## src/rtl/bk_pkg.sv

```systemverilog
`default_nettype none
// ============================================================================
// Module      : bk_pkg
// Description : Shared constants and helpers for the pipelined Brent-Kung
//               carry network (default operand width, pipeline depth and a
//               ceil-log2 used to size the prefix tree levels).
// Revision    : 1.0 - initial release
// ============================================================================
package bk_pkg;

    localparam int BK_DEFAULT_WIDTH = 16;
    localparam int BK_PIPE_STAGES   = 3;

    // Number of tree levels needed to span 'value' bits.
    function automatic int bk_clog2(input int value);
        int r;
        r = 0;
        for (int i = 0; i < 31; i++) begin
            if ((1 << i) < value) begin
                r = i + 1;
            end
        end
        return r;
    endfunction

endpackage
`default_nettype wire

```

## src/rtl/bk_gp_cell.sv

```systemverilog
`default_nettype none
// ============================================================================
// Module      : bk_gp_cell
// Description : Brent-Kung black cell. Merges a high group (gh, ph) with the
//               adjacent low group (gl, pl) into one generate/propagate pair.
// Ports       : gh, ph - high group generate/propagate
//               gl, pl - low group generate/propagate
//               g, p   - merged group generate/propagate
// Revision    : 1.0 - initial release
// ============================================================================
module bk_gp_cell (
    input  logic gh,
    input  logic ph,
    input  logic gl,
    input  logic pl,
    output logic g,
    output logic p
);

    assign g = gh | (ph & gl);
    assign p = ph & pl;

endmodule
`default_nettype wire

```

## src/rtl/bk_prefix_pipe.sv

```systemverilog
`default_nettype none
// ============================================================================
// Module      : bk_prefix_pipe
// Description : Three-stage valid/ready pipelined Brent-Kung carry network.
//               Takes per-bit generate/propagate from the half-adder row plus
//               carry-in and produces sum and carry-out.
//                 S1: capture, carry-in folded into bit 0 generate
//                 S2: up-sweep (log2(WIDTH) levels)
//                 S3: down-sweep (log2(WIDTH)-1 levels) and sum
// Ports       : clk, rst           - clock, synchronous active-high reset
//               in_valid/in_ready  - upstream handshake
//               in_g, in_p, in_cin - per-bit generate, propagate, carry-in
//               out_valid/out_ready- downstream handshake
//               out_sum, out_cout  - result and carry-out
//               out_ovf            - signed overflow (only with BK_OVF_EN)
// Options     : BK_OVF_EN - adds the out_ovf port and its logic
// Revision    : 1.0 - initial release
// ============================================================================
module bk_prefix_pipe
    import bk_pkg::*;
#(
    parameter int WIDTH = BK_DEFAULT_WIDTH
) (
    input  logic             clk,
    input  logic             rst,
    input  logic             in_valid,
    output logic             in_ready,
    input  logic [WIDTH-1:0] in_g,
    input  logic [WIDTH-1:0] in_p,
    input  logic             in_cin,
    output logic             out_valid,
    input  logic             out_ready,
    output logic [WIDTH-1:0] out_sum,
    output logic             out_cout
`ifdef BK_OVF_EN
    ,
    output logic             out_ovf
`endif
);

    localparam int LEVELS = bk_clog2(WIDTH);

    // ---------------------------------------------------------------- handshake
    // A stage loads when it is empty or its successor loads; the chain is
    // combinational back to in_ready (no skid buffer).
    logic w_load1, w_load2, w_load3;
    logic r1_valid, r2_valid;

    assign w_load3  = ~out_valid | out_ready;
    assign w_load2  = ~r2_valid | w_load3;
    assign w_load1  = ~r1_valid | w_load2;
    assign in_ready = w_load1;

    // ---------------------------------------------------------------- S1
    logic [WIDTH-1:0] r1_g, r1_p;
    logic             r1_cin;

    always_ff @(posedge clk) begin
        if (rst) begin
            r1_valid <= 1'b0;
            r1_g     <= '0;
            r1_p     <= '0;
            r1_cin   <= 1'b0;
        end else begin
            if (w_load1) begin
                r1_valid <= in_valid;
            end
            if (w_load1 && in_valid) begin
                // Carry-in enters the tree as part of bit 0's generate.
                r1_g   <= {in_g[WIDTH-1:1], in_g[0] | (in_p[0] & in_cin)};
                r1_p   <= in_p;
                r1_cin <= in_cin;
            end
        end
    end

    // ---------------------------------------------------------------- up-sweep
    // Level k merges each node ending on a 2^k boundary with the node 2^(k-1)
    // below it; after the last level bit WIDTH-1 holds the full prefix.
    for (genvar k = 1; k <= LEVELS; k++) begin : g_up
        logic [WIDTH-1:0] w_gi, w_pi, w_go, w_po;

        if (k == 1) begin : g_src_first
            assign w_gi = r1_g;
            assign w_pi = r1_p;
        end else begin : g_src_chain
            assign w_gi = g_up[k-1].w_go;
            assign w_pi = g_up[k-1].w_po;
        end

        for (genvar i = 0; i < WIDTH; i++) begin : g_bit
            if (((i + 1) % (1 << k)) == 0) begin : g_cell
                bk_gp_cell u_cell (
                    .gh (w_gi[i]),
                    .ph (w_pi[i]),
                    .gl (w_gi[i - (1 << (k - 1))]),
                    .pl (w_pi[i - (1 << (k - 1))]),
                    .g  (w_go[i]),
                    .p  (w_po[i])
                );
            end else begin : g_pass
                assign w_go[i] = w_gi[i];
                assign w_po[i] = w_pi[i];
            end
        end
    end

    // ---------------------------------------------------------------- S2
    logic [WIDTH-1:0] r2_grp_g, r2_grp_p, r2_bit_p;
    logic             r2_cin;

    always_ff @(posedge clk) begin
        if (rst) begin
            r2_valid <= 1'b0;
            r2_grp_g <= '0;
            r2_grp_p <= '0;
            r2_bit_p <= '0;
            r2_cin   <= 1'b0;
        end else begin
            if (w_load2) begin
                r2_valid <= r1_valid;
            end
            if (w_load2 && r1_valid) begin
                r2_grp_g <= g_up[LEVELS].w_go;
                r2_grp_p <= g_up[LEVELS].w_po;
                r2_bit_p <= r1_p;
                r2_cin   <= r1_cin;
            end
        end
    end

    // ---------------------------------------------------------------- down-sweep
    // Level d uses span 2^k with k = LEVELS-d. Each node is rewritten at most
    // once, so its group propagate is still the one left by the up-sweep.
    for (genvar d = 1; d < LEVELS; d++) begin : g_dn
        localparam int K = LEVELS - d;
        logic [WIDTH-1:0] w_gi, w_go;

        if (d == 1) begin : g_src_first
            assign w_gi = r2_grp_g;
        end else begin : g_src_chain
            assign w_gi = g_dn[d-1].w_go;
        end

        for (genvar i = 0; i < WIDTH; i++) begin : g_bit
            if ((i >= (1 << K)) && (((i + 1) % (1 << K)) == (1 << (K - 1)))) begin : g_cell
                logic w_unused_p;
                bk_gp_cell u_cell (
                    .gh (w_gi[i]),
                    .ph (r2_grp_p[i]),
                    .gl (w_gi[i - (1 << (K - 1))]),
                    .pl (r2_grp_p[i - (1 << (K - 1))]),
                    .g  (w_go[i]),
                    .p  (w_unused_p)
                );
            end else begin : g_pass
                assign w_go[i] = w_gi[i];
            end
        end
    end

    // Only the tree positions read group propagate; the rest is kept for
    // visibility of the up-sweep result.
    logic w_unused_grp_p;
    assign w_unused_grp_p = ^r2_grp_p;

    // ---------------------------------------------------------------- sum
    logic [WIDTH-1:0] w_prefix, w_carry, w_sum;
    logic             w_cout;

    assign w_prefix = g_dn[LEVELS-1].w_go;           // w_prefix[i] = G[i:0]
    assign w_carry  = {w_prefix[WIDTH-2:0], r2_cin};
    assign w_sum    = r2_bit_p ^ w_carry;
    assign w_cout   = w_prefix[WIDTH-1];

    // ---------------------------------------------------------------- S3
    always_ff @(posedge clk) begin
        if (rst) begin
            out_valid <= 1'b0;
            out_sum   <= '0;
            out_cout  <= 1'b0;
`ifdef BK_OVF_EN
            out_ovf   <= 1'b0;
`endif
        end else begin
            if (w_load3) begin
                out_valid <= r2_valid;
            end
            if (w_load3 && r2_valid) begin
                out_sum  <= w_sum;
                out_cout <= w_cout;
`ifdef BK_OVF_EN
                out_ovf  <= w_carry[WIDTH-1] ^ w_cout;
`endif
            end
        end
    end

endmodule
`default_nettype wire

```

## config.mk

```make
export PLATFORM = sky130hd
export DESIGN_NAME = bk_prefix_pipe
export DESIGN_NICKNAME = d
export VERILOG_FILES = /design/src/rtl/bk_pkg.sv /design/src/rtl/bk_gp_cell.sv /design/src/rtl/bk_prefix_pipe.sv
export SDC_FILE = /design/constraint.sdc
export NUM_CORES = 1
export LEC_CHECK = 0
export ABC_CLOCK_PERIOD_IN_PS = 1700
export CAP_MARGIN = 10
export CORE_ASPECT_RATIO = 1.5
export CORE_MARGIN = 2
export CORE_UTILIZATION = 53
export DETAILED_ROUTE_END_ITERATION = 8
export PLACE_DENSITY = 0.78
export SLEW_MARGIN = 20
export SYNTH_ARGS = -nofsm -noshare
export SYNTH_HDL_FRONTEND = slang
export SYNTH_SLANG_ARGS = --single-unit
```

## constraint.sdc

```tcl
create_clock -name clk -period 1.7 [get_ports clk]
set_clock_uncertainty 0.15 [all_clocks]
set_input_delay 0.34 -clock clk [delete_from_list [all_inputs] [get_ports clk]]
set_output_delay 0.34 -clock clk [all_outputs]
set_load 0.01 [all_outputs]
```

==> flow_summary.json <==
{
  "grt_antenna_before_repair": 0,
  "rsz0062_at_grt": "no",
  "maxCapViolCount": 0,
  "synth_cells": 439,
  "p_leak_nw": 1.72,
  "finalNonFillerCells": 572,
  "n_fill_cell": 575,
  "yosysTopAreaCell": "dfxtp_1",
  "synth_area_per_cell_um2": 8.15,
  "hold-path-cell-count": 2,
  "routed_wl_mm": 7.02,
  "grt_use_total_pct": 20.6,
  "startpoint": "out_ready",
  "gp_congestion": 0.756,
  "syn_area_um2": 3580,
  "grt_pass1_wl_mm": 12.4,
  "power_density_nw_per_um2": 959,
  "clk-insertion-delay-late_ns": 0.35,
  "via_count": 2958,
  "viasPerCell": 5.17,
  "crit_path_end_kind": "output pin",
  "hold_viol": 0,
  "core_area_um2": 6530,
  "cts_tree": "done",
  "synth_common_cells": "157 x nand2_1, 90 x dfxtp_1, 81 x a21oi_1",
  "route.met2.wl_mm": 3.42,
  "path_class": "primary input to output pin",
  "drive_above_1_share_pct": 9.27,
  "fmax_ghz": 0.606,
  "fp-row-count": 36,
  "ys.warnings.count": 0,
  "drt-met1-wl_mm": 3.21,
  "multiInputGateArea_um2": 1600,
  "grt_overflow": 0,
  "ir_drop_mv": 0.686,
  "period_share_pct": 97.1,
  "p_sw_w": 0.000973,
  "cts.clk_slew.worst_paths_ns": 0.08,
  "synth_edf_count": 0,
  "reg2reg_from": "g_dn[1].w_gi[7]",
  "swShare_pct": 23.1,
  "seq_area_um2": 1800,
  "die_area_um2": 7440,
  "ys_types": 32,
  "timing.final.crit_period_ns": 1.65,
  "synthArstFlopShare_pct": 0,
  "worstHoldPathType": "primary input to flip-flop",
  "slew_viol_final": 0,
  "fin_nets": 536,
  "crit_end": "in_ready",
  "drc_errors": 0,
  "io_buffers": 55,
  "grt_pass1_vias": 2860,
  "p_int_w": 0.00324,
  "htreeDepth": 3,
  "start_util_pct": 54.8,
  "dp.cells": 557,
  "fin_setup_tns_ns": 0,
  "cts.sinks": 90,
  "worstRegToRegCells": 7,
  "rrSetupSlack_ns": 0.16,
  "cts_root_buffer": "clkbuf_8",
  "crit_arrival_ns": 1.16,
  "cp_slowest_cell": "clkdlybuf4s50_1",
  "setup_viol": 0,
  "die_h_um": 105,
  "synth_top_area_share_pct": 50.3,
  "max_stage_delay_ns": 0.44,
  "wl_met3_um": 255,
  "clkPwrFrac_pct": 37.4,
  "start_kind": "primary input",
  "dp_hpwl_mm": 5.05,
  "grt_max_degree": 38,
  "rr_endpoint": "out_sum[15]",
  "diodes": 0,
  "drt-wirelength-per-cell_um": 12.3,
  "ant_nets": 0,
  "tightest_slew_ns": 0.417,
  "p_total_w": 0.00421,
  "io_pins": 56,
  "area_delta_synth_final_pct": 22.9,
  "die_x_um": 71.1,
  "crit_fanout": 4,
  "yosysSeqAreaShare_pct": 50.3,
  "power_frac_seq_pct": 53.3,
  "cp.required_ns": 1.21,
  "max_slew_margin_pct": 72.2,
  "cts_made_buffers": 9,
  "firstDrtPassIters": 4,
  "top_layer": "met4",
  "ys_top_cells_by_area": "dfxtp_1 50%, nand2_1 16%, a21oi_1 11%",
  "fin_util_pct": 67.3,
  "p_comb_share_pct": 9.2,
  "synth-seq-cells": 90,
  "cts_buffer_depth": 2,
  "status": "finished clean",
  "yosysMostFrequentCell": "nand2_1",
  "ys.flop_type": "dfxtp_1",
  "cp_cell_sequence": "clkdlybuf4s50_1, nand4b_2, buf_2",
  "initialDrtViolationCount": 146,
  "synth_nets": 483
}
==> timing repair <==
| item | in CTS | in global routing |
|---|---|---|
| hold endpoints to repair | 0 | 0 |
| buffers inserted | 0 | 0 |
| endpoints found under the setup margin | 19 | 0 |
| resized for setup | 23 | 0 |
| hold buffers | 0 | 0 |
==> worst min path at each step <==
stage	from	to	slack, ns
after floorplan	g_dn[1].w_gi[15]	out_cout	0.28
after global placement	out_sum[15]	out_sum[15]	0.29
after detailed placement	out_sum[9]	out_sum[9]	0.29
after CTS	rst	g_dn[1].w_gi[12]	0.14
after global routing	rst	r2_bit_p[14]	0.16
final	rst	g_dn[1].w_gi[12]	0.15
==> cell families (layout without fill, tap and decap cells) <==
| logic type | Yosys count | after routing | synth area share [%] |
|---|---|---|---|
| AOI/OAI and AO/OA | 107 | 107 | 17.8 |
| buffers and inverters | 28 | 85 | 4.83 |
| adders and majority gates | 7 | 7 | 2.45 |
| and+or+nand+nor | 198 | 198 | 22.4 |
| DFF | 90 | 90 | 50.3 |
| xor gates and xnor gates | 9 | 9 | 2.20 |
==> state kept, by name, summed over array words and instances, names as in the netlist <==
name / count
g_dn.w_gi: 16
g_up.w_gi: 16
g_up.w_pi: 16
out_cout: 1
out_sum: 16
out_valid: 1
r1_cin: 1
r1_valid: 1
r2_bit_p: 9
r2_cin: 1
r2_grp_p: 11
r2_valid: 1
==> through the flow <==
| step | hold WS [ns] | setup slack [ns] | cell area, um^2 |
|---|---|---|---|
| 2_1_floorplan | 0.282 | 0.240 | 3580 |
| 3_3_place_gp | 0.287 | -0.308 | 4210 |
| 3_5_place_dp | 0.294 | -0.321 | 4210 |
| 4_1_cts | 0.137 | 0.0406 | 4400 |
| 5_1_grt | 0.159 | 0.0155 | 4400 |
| 6_report | 0.149 | 0.0498 | 4400 |
==> power by group through the flow <==
stage	Sequential [W]	Clock (W)	Combinational [W]
final	0.00225	0.00158	0.000390
after floorplan	0.00229	0	0.000238
after global routing	0.00226	0.00171	0.000435
after detailed placement	0.00230	0	0.000395
after CTS	0.00225	0.00160	0.000392
after global placement	0.00229	0	0.000388
==> cell type report <==
cell class / instances / share of cell area [%]
clock buffer: 11 / 3.22
clock inverter: 4 / 1.74
inverter: 1 / 0.0854
multi-input combinational: 321 / 36.5
sequential: 90 / 41.0
tap: 76 / 2.16
timing repair buffer: 69 / 15.3
==> critical path: cells and delay by family <==
family        cells  cell delay, ns
buf+inv           2            0.60
simple gates      1            0.22
==> layer usage <==
metal  GRT usage (%)  vias up
li1                -     1545
met1            26.0     1336
met2            33.7       64
met3            4.24       13
met4            8.63        0
met5               0        -
==> placed cells by master (no fill, tap or decap), drive strengths merged <==
master / n
dlygate4sd2: 18
nand2b: 1
a21oi: 88
a211o: 2
ha: 7
nand2: 158
bufinv: 2
clkinv: 1
and3b: 1
nand4b: 1
and2: 1
clkdlybuf4s50: 35
a211oi: 8
xnor2: 9
nand3: 3
o211ai: 1
o21ai: 3
buf: 16
clkinvlp: 1
nand4: 1
nor3: 3
clkbuf: 11
nor2: 25
o21a: 1
a21o: 4
nor4b: 1
dfxtp: 90
inv: 1
nand3b: 1
nor2b: 1
and2b: 1
Power figures use the tool's default switching activity.
